### config.mk
export PLATFORM = sky130hd
export DESIGN_NAME = step_pulse_gen
export DESIGN_NICKNAME = d
export VERILOG_FILES = /design/src/rtl/step_pulse_gen.sv
export SDC_FILE = /design/constraint.sdc
export NUM_CORES = 1
export LEC_CHECK = 0
export ABC_CLOCK_PERIOD_IN_PS = 2300
export CORE_ASPECT_RATIO = 0.9
export CORE_MARGIN = 2
export CORE_UTILIZATION = 45
export CTS_CLUSTER_DIAMETER = 60
export DETAILED_ROUTE_END_ITERATION = 7
export PLACE_DENSITY = 0.79
export SLEW_MARGIN = 10
export SYNTH_ARGS = -nofsm -noshare
export SYNTH_HDL_FRONTEND = slang
export SYNTH_SLANG_ARGS = --single-unit
export TNS_END_PERCENT = 30
### constraint.sdc
create_clock -name clk_in -period 2.3 [get_ports clk_in]
set_clock_uncertainty 0.2 [all_clocks]
set_input_delay 0.575 -clock clk_in [delete_from_list [all_inputs] [get_ports clk_in]]
set_output_delay 0.575 -clock clk_in [all_outputs]
set_load 0.03 [all_outputs]
### src/rtl/step_pulse_gen.sv
// step_pulse_gen
//   Fast-domain step-enable generator for the stepping CPU. Everything runs
//   on clk_in. The divided slow clock and the step pushbutton are sampled
//   as ordinary asynchronous data. They are never used as clocks. The block
//   turns them into one-cycle clock-enable pulses for the core.
//
//   Parameters
//     DEBOUNCE_CYCLES : stable clk_in cycles needed to accept a button change
//     CNT_W           : debounce counter width (2**CNT_W >= DEBOUNCE_CYCLES)
//     COUNT_W         : width of step_count
//
//   Ports
//     clk_in     in   50 MHz system clock
//     reset_n    in   asynchronous active-low reset
//     mode       in   00 HALT, 01 RUN, 10 SLOW, 11 STEP (clk_in synchronous)
//     slow_clk   in   divided clock, treated as asynchronous data
//     btn_n      in   raw active-low step button (bouncy, asynchronous)
//     step_en    out  registered one-cycle CPU clock enable
//     step_count out  running count of step_en cycles (STEP_COUNT_EN only)
//     btn_held   out  debounced button is in the pressed half of the FSM
//
//   Build option
//     STEP_COUNT_EN : when defined, builds the step_count counter.
//                     Otherwise step_count is tied to zero.
module step_pulse_gen #(
  parameter int DEBOUNCE_CYCLES = 500000,
  parameter int CNT_W           = 20,
  parameter int COUNT_W         = 16
) (
  input  logic               clk_in,
  input  logic               reset_n,
  input  logic [1:0]         mode,
  input  logic               slow_clk,
  input  logic               btn_n,
  output logic               step_en,
  output logic [COUNT_W-1:0] step_count,
  output logic               btn_held
);

  localparam logic [1:0] MODE_HALT = 2'b00;
  localparam logic [1:0] MODE_RUN  = 2'b01;
  localparam logic [1:0] MODE_SLOW = 2'b10;
  localparam logic [1:0] MODE_STEP = 2'b11;

  localparam logic [1:0] ST_IDLE         = 2'd0;
  localparam logic [1:0] ST_PRESS_WAIT   = 2'd1;
  localparam logic [1:0] ST_HELD         = 2'd2;
  localparam logic [1:0] ST_RELEASE_WAIT = 2'd3;

  localparam logic [CNT_W-1:0] CNT_LAST = CNT_W'(DEBOUNCE_CYCLES - 1);

  // slow_clk: 2-flop synchronizer (s1, s2) plus delay flop s3 for edge detect
  logic slow_s1, slow_s2, slow_s3;
  logic slow_rise;

  always_ff @(posedge clk_in or negedge reset_n) begin
    if (!reset_n) begin
      slow_s1 <= 1'b0;
      slow_s2 <= 1'b0;
      slow_s3 <= 1'b0;
    end else begin
      slow_s1 <= slow_clk;
      slow_s2 <= slow_s1;
      slow_s3 <= slow_s2;
    end
  end

  // s3 resets low, but a slow_clk that is already high when SLOW is
  // entered is only caught if its rise falls inside SLOW. Edges seen in
  // other modes are simply dropped.
  assign slow_rise = slow_s2 & ~slow_s3;

  // btn_n synchronizer. It resets to 1 so the button reads as released.
  logic btn_s1, btn_s2;
  logic pressed;

  always_ff @(posedge clk_in or negedge reset_n) begin
    if (!reset_n) begin
      btn_s1 <= 1'b1;
      btn_s2 <= 1'b1;
    end else begin
      btn_s1 <= btn_n;
      btn_s2 <= btn_s1;
    end
  end

  assign pressed = ~btn_s2;

  // mode register
  logic [1:0] mode_q;

  always_ff @(posedge clk_in or negedge reset_n) begin
    if (!reset_n) mode_q <= MODE_HALT;
    else          mode_q <= mode;
  end

  // Button debounce FSM. cnt measures how long the synchronized level has
  // been stable in a *_WAIT state. It is cleared on every state change, so
  // any bounce restarts the measurement.
  logic [1:0]       state, state_nxt;
  logic [CNT_W-1:0] cnt, cnt_nxt;
  logic             press_evt, press_evt_nxt;

  always_comb begin
    state_nxt     = state;
    cnt_nxt       = cnt;
    press_evt_nxt = 1'b0;
    case (state)
      ST_IDLE: begin
        if (pressed) begin
          state_nxt = ST_PRESS_WAIT;
          cnt_nxt   = '0;
        end
      end
      ST_PRESS_WAIT: begin
        if (!pressed) begin
          state_nxt = ST_IDLE;
          cnt_nxt   = '0;
        end else if (cnt == CNT_LAST) begin
          state_nxt     = ST_HELD;
          cnt_nxt       = '0;
          press_evt_nxt = 1'b1;
        end else begin
          cnt_nxt = cnt + CNT_W'(1);
        end
      end
      ST_HELD: begin
        if (!pressed) begin
          state_nxt = ST_RELEASE_WAIT;
          cnt_nxt   = '0;
        end
      end
      ST_RELEASE_WAIT: begin
        // A re-press while the release is being debounced is contact
        // bounce. The FSM returns to HELD without a new event.
        if (pressed) begin
          state_nxt = ST_HELD;
          cnt_nxt   = '0;
        end else if (cnt == CNT_LAST) begin
          state_nxt = ST_IDLE;
          cnt_nxt   = '0;
        end else begin
          cnt_nxt = cnt + CNT_W'(1);
        end
      end
      default: begin
        state_nxt = ST_IDLE;
        cnt_nxt   = '0;
      end
    endcase
  end

  // press_evt is registered alongside the move into HELD. step_en therefore
  // sees the press one edge after HELD is entered.
  always_ff @(posedge clk_in or negedge reset_n) begin
    if (!reset_n) begin
      state     <= ST_IDLE;
      cnt       <= '0;
      press_evt <= 1'b0;
    end else begin
      state     <= state_nxt;
      cnt       <= cnt_nxt;
      press_evt <= press_evt_nxt;
    end
  end

  assign btn_held = (state == ST_HELD) || (state == ST_RELEASE_WAIT);

  // step_en select. Events that belong to another mode are ignored, not
  // held over.
  logic step_en_nxt;

  always_comb begin
    step_en_nxt = 1'b0;
    case (mode_q)
      MODE_HALT: step_en_nxt = 1'b0;
      MODE_RUN:  step_en_nxt = 1'b1;
      MODE_SLOW: step_en_nxt = slow_rise;
      MODE_STEP: step_en_nxt = press_evt;
      default:   step_en_nxt = 1'b0;
    endcase
  end

  always_ff @(posedge clk_in or negedge reset_n) begin
    if (!reset_n) step_en <= 1'b0;
    else          step_en <= step_en_nxt;
  end

`ifdef STEP_COUNT_EN
  // The counter advances on the same edge that raises step_en. It
  // therefore always equals the number of step_en cycles issued so far,
  // including the current one. It wraps naturally at 2**COUNT_W.
  logic [COUNT_W-1:0] count_q;

  always_ff @(posedge clk_in or negedge reset_n) begin
    if (!reset_n)         count_q <= '0;
    else if (step_en_nxt) count_q <= count_q + COUNT_W'(1);
  end

  assign step_count = count_q;
`else
  assign step_count = '0;
`endif

endmodule

==> results.md <==
- Status: complete, no violations
- Inserted Diodes: 0
- CORE AREA: around 3400 sq um
- Die height: about 61 um
- Detailed Place HPWL: 2180 um
- Flip-flop and latch count after synthesis: 31
- Number of CTS-inserted buffers: 5
- Vias per cell: 5.49
- Mean Syn Cell Area: 9.28 sq um
- Critical Path Start Type: register
- Largest net degree at the start of global routing: 32
- CTS Root Buffer Type: clkbuf_8
- Initial antenna violation count: 0
- WP data required: roughly 2300 ps
- Post-synth top area share: 44.2%
- Final worst setup slack: around 120 ps
- H-tree lvl count: 2
- WP data arrival: 2190 ps
- Setup_tns: 0 ps
- Commonest non-fill, non-tap cell in the layout: dfrtp_1
- Peak VDD IR: 344 uV
- Area leader, netlist: dfrtp_1
- Commonest non-fill, non-tap cells in the layout: 29 x dfrtp_1, 23 x nand2_1, 22 x nand3_1
- Vias in the first global route: between 1000 and 1500
- Crit path capture type: register
- Clock latency on the worst-skew pair: 280 ps
- Max Freq: ~460 MHz
- Peak fanout along the critical path: 9
- DR WL/cell: about 13 um
- Final period utilization: 94.7%
- Library cells used by synthesis: 40
- Detail Route Antenna Nets: 0
- Tot GR Track Use: 18.2%
- CTS Buffer Depth: 2
- Cell leakage power: 0.790 nW
- Final hold viol count: 0
- R2R depth: 6
- Ports: 24
- Critical Setup Path Class: reg -> reg
- Remaining global-route overflow: 0
- Port buffer count: 7
- Initial Util: 47.9%
- Initial DRT Pass Iterations: 4
- Post-layout minimum cycle time: about 2200 ps
- Vias: 1284
- Hold buffer count at CTS: 0
- Post-CTS Setup Repair Bufs: 0
- Syn Inst Count: 177
- Number of remaining DRC errors: 0
- Clock Pin Slew Worst Setup and Hold Paths: about 70 ps
- Synth top area cells: dfrtp_1 44%, buf_4 7.3%, nand3_1 6.7%
- Seq/Total Area, Yosys: around 47%
- RSZ-0062 raised after global routing: false
- Nets@finish: a little under 200
- Routability cong.: 0.862
- CTS tree: yes
- Yosys warning count: 0
- First-pass GRT wire length: 5490 um
- Post_cts resized: 0
- P&R area growth vs syn: 12.3%
- Max_cap viols: 0
- Hold path depth: 0
- Min-delay worst type: reg -> reg
- CTS Sinks: 31
- Die area: 4150 sq um
- Pwr dens: 914 nW/um^2
- Post-Place Setup Slack: 136 ps
- Drt initial violations: roughly 120
- Post-synthesis cell area: 1640 sq um
- Max Slew Vio Count: 0
- Share of cells above drive strength 1: 11.6%
- Std-Cell Rows: 20
- Final wirelength: approximately 3100 um
- Final Setup Violations: 0
- Die X: 67.7 um
-- synth_stat cells, drive strengths merged --
| master | number |
|---|---|
| a21o | 2 |
| a21oi | 6 |
| a22o | 3 |
| a31oi | 5 |
| a32oi | 1 |
| and2 | 1 |
| and3 | 1 |
| and4 | 1 |
| buf | 19 |
| clkbuf | 3 |
| conb | 1 |
| dfrtp | 29 |
| dfstp | 2 |
| ha | 1 |
| inv | 6 |
| mux2i | 1 |
| nand2 | 24 |
| nand3 | 22 |
| nand4 | 6 |
| nor2 | 9 |
| nor3 | 6 |
| nor4 | 1 |
| nor4b | 2 |
| o211ai | 2 |
| o21a | 2 |
| o21ai | 7 |
| o22ai | 1 |
| o31ai | 1 |
| o41a | 1 |
| or2 | 1 |
| or3 | 5 |
| or4 | 3 |
| xnor2 | 2 |
-- final timing paths --
| check | startpoint | end | slack, ps |
|---|---|---|---|
| min | slow_s1 | slow_s2 | 150 |
| min in group asynchronous | reset_n | cnt[14] | 480 |
| max | cnt[0] | cnt[19] | 120 |
| min reg2reg | slow_s1 | slow_s2 | 150 |
| max in group asynchronous | reset_n | btn_s1 | 1110 |
| max reg2reg | cnt[0] | cnt[19] | 120 |
-- flip-flops by register name, summed over array words and instances (netlist names), named ones only --
name,flops
btn_s2,1
slow_s3,1
state,1
press_evt,1
step_en,1
cnt,20
slow_s1,1
slow_s2,1
btn_s1,1
mode_q,2
-- layer usage --
| layer | track usage, % | routed length, um | share of wire [%] |
|---|---|---|---|
| met5 | 0 | 0 | 0 |
| met4 | 9.33 | 53 | 1.7 |
| met3 | 5.12 | 191 | 6.3 |
| met1 | 23.1 | 1390 | 46 |
| met2 | 28.6 | 1410 | 46 |
-- final cells by class --
type	instances	area, sq um
Clock buffer	6	82.6
Clock inverter	2	35.0
Fill cell	301	1580
Inverter	6	22.5
Multi-Input combinational cell	133	752
Sequential cell	31	778
Tap cell	44	55.1
Timing Repair Buffer	12	120
-- worst max-delay path, stage by stage (launching register included) --
cell     delay (ps)
dfrtp_1         420
ha_1            270
and4_4          210
and3_4          160
a21o_2          280
or4_1           470
nand3_1         100
-- cells by family (layout without fill, tap and decap cells) --
kind of cell	after synthesis	after routing	synth area share [%]
AO/OA/AOI/OAI	31	31	13.0
XOR/XNOR	2	2	1.07
adder cells (fa/ha/maj)	1	1	0.761
buffers and inverters	28	26	10.3
flip-flops	31	31	47.4
multiplexers	1	1	0.609
other	1	16	0.228
AND/OR/NAND/NOR	82	82	26.7
-- through the flow --
step	total power, mW	cells	utilization (%)	area [sq um]	hold slack, ps
after global placement	1.14	226	50.4	1730	137
after floorplan	0.999	192	-	1700	79.4
final	1.69	234	53.8	1850	150
after detailed placement	1.15	226	50.4	1730	143
after global routing	1.78	234	53.8	1850	158
after CTS	1.70	234	53.8	1850	156
-- power by group --
part	leakage [nW]	switching [mW]	internal, mW
Combinational	0.321	0.319	0.181
Sequential	0.408	0.0459	0.590
Clock	0.0612	0.199	0.350
Power figures use the tool's default switching activity.
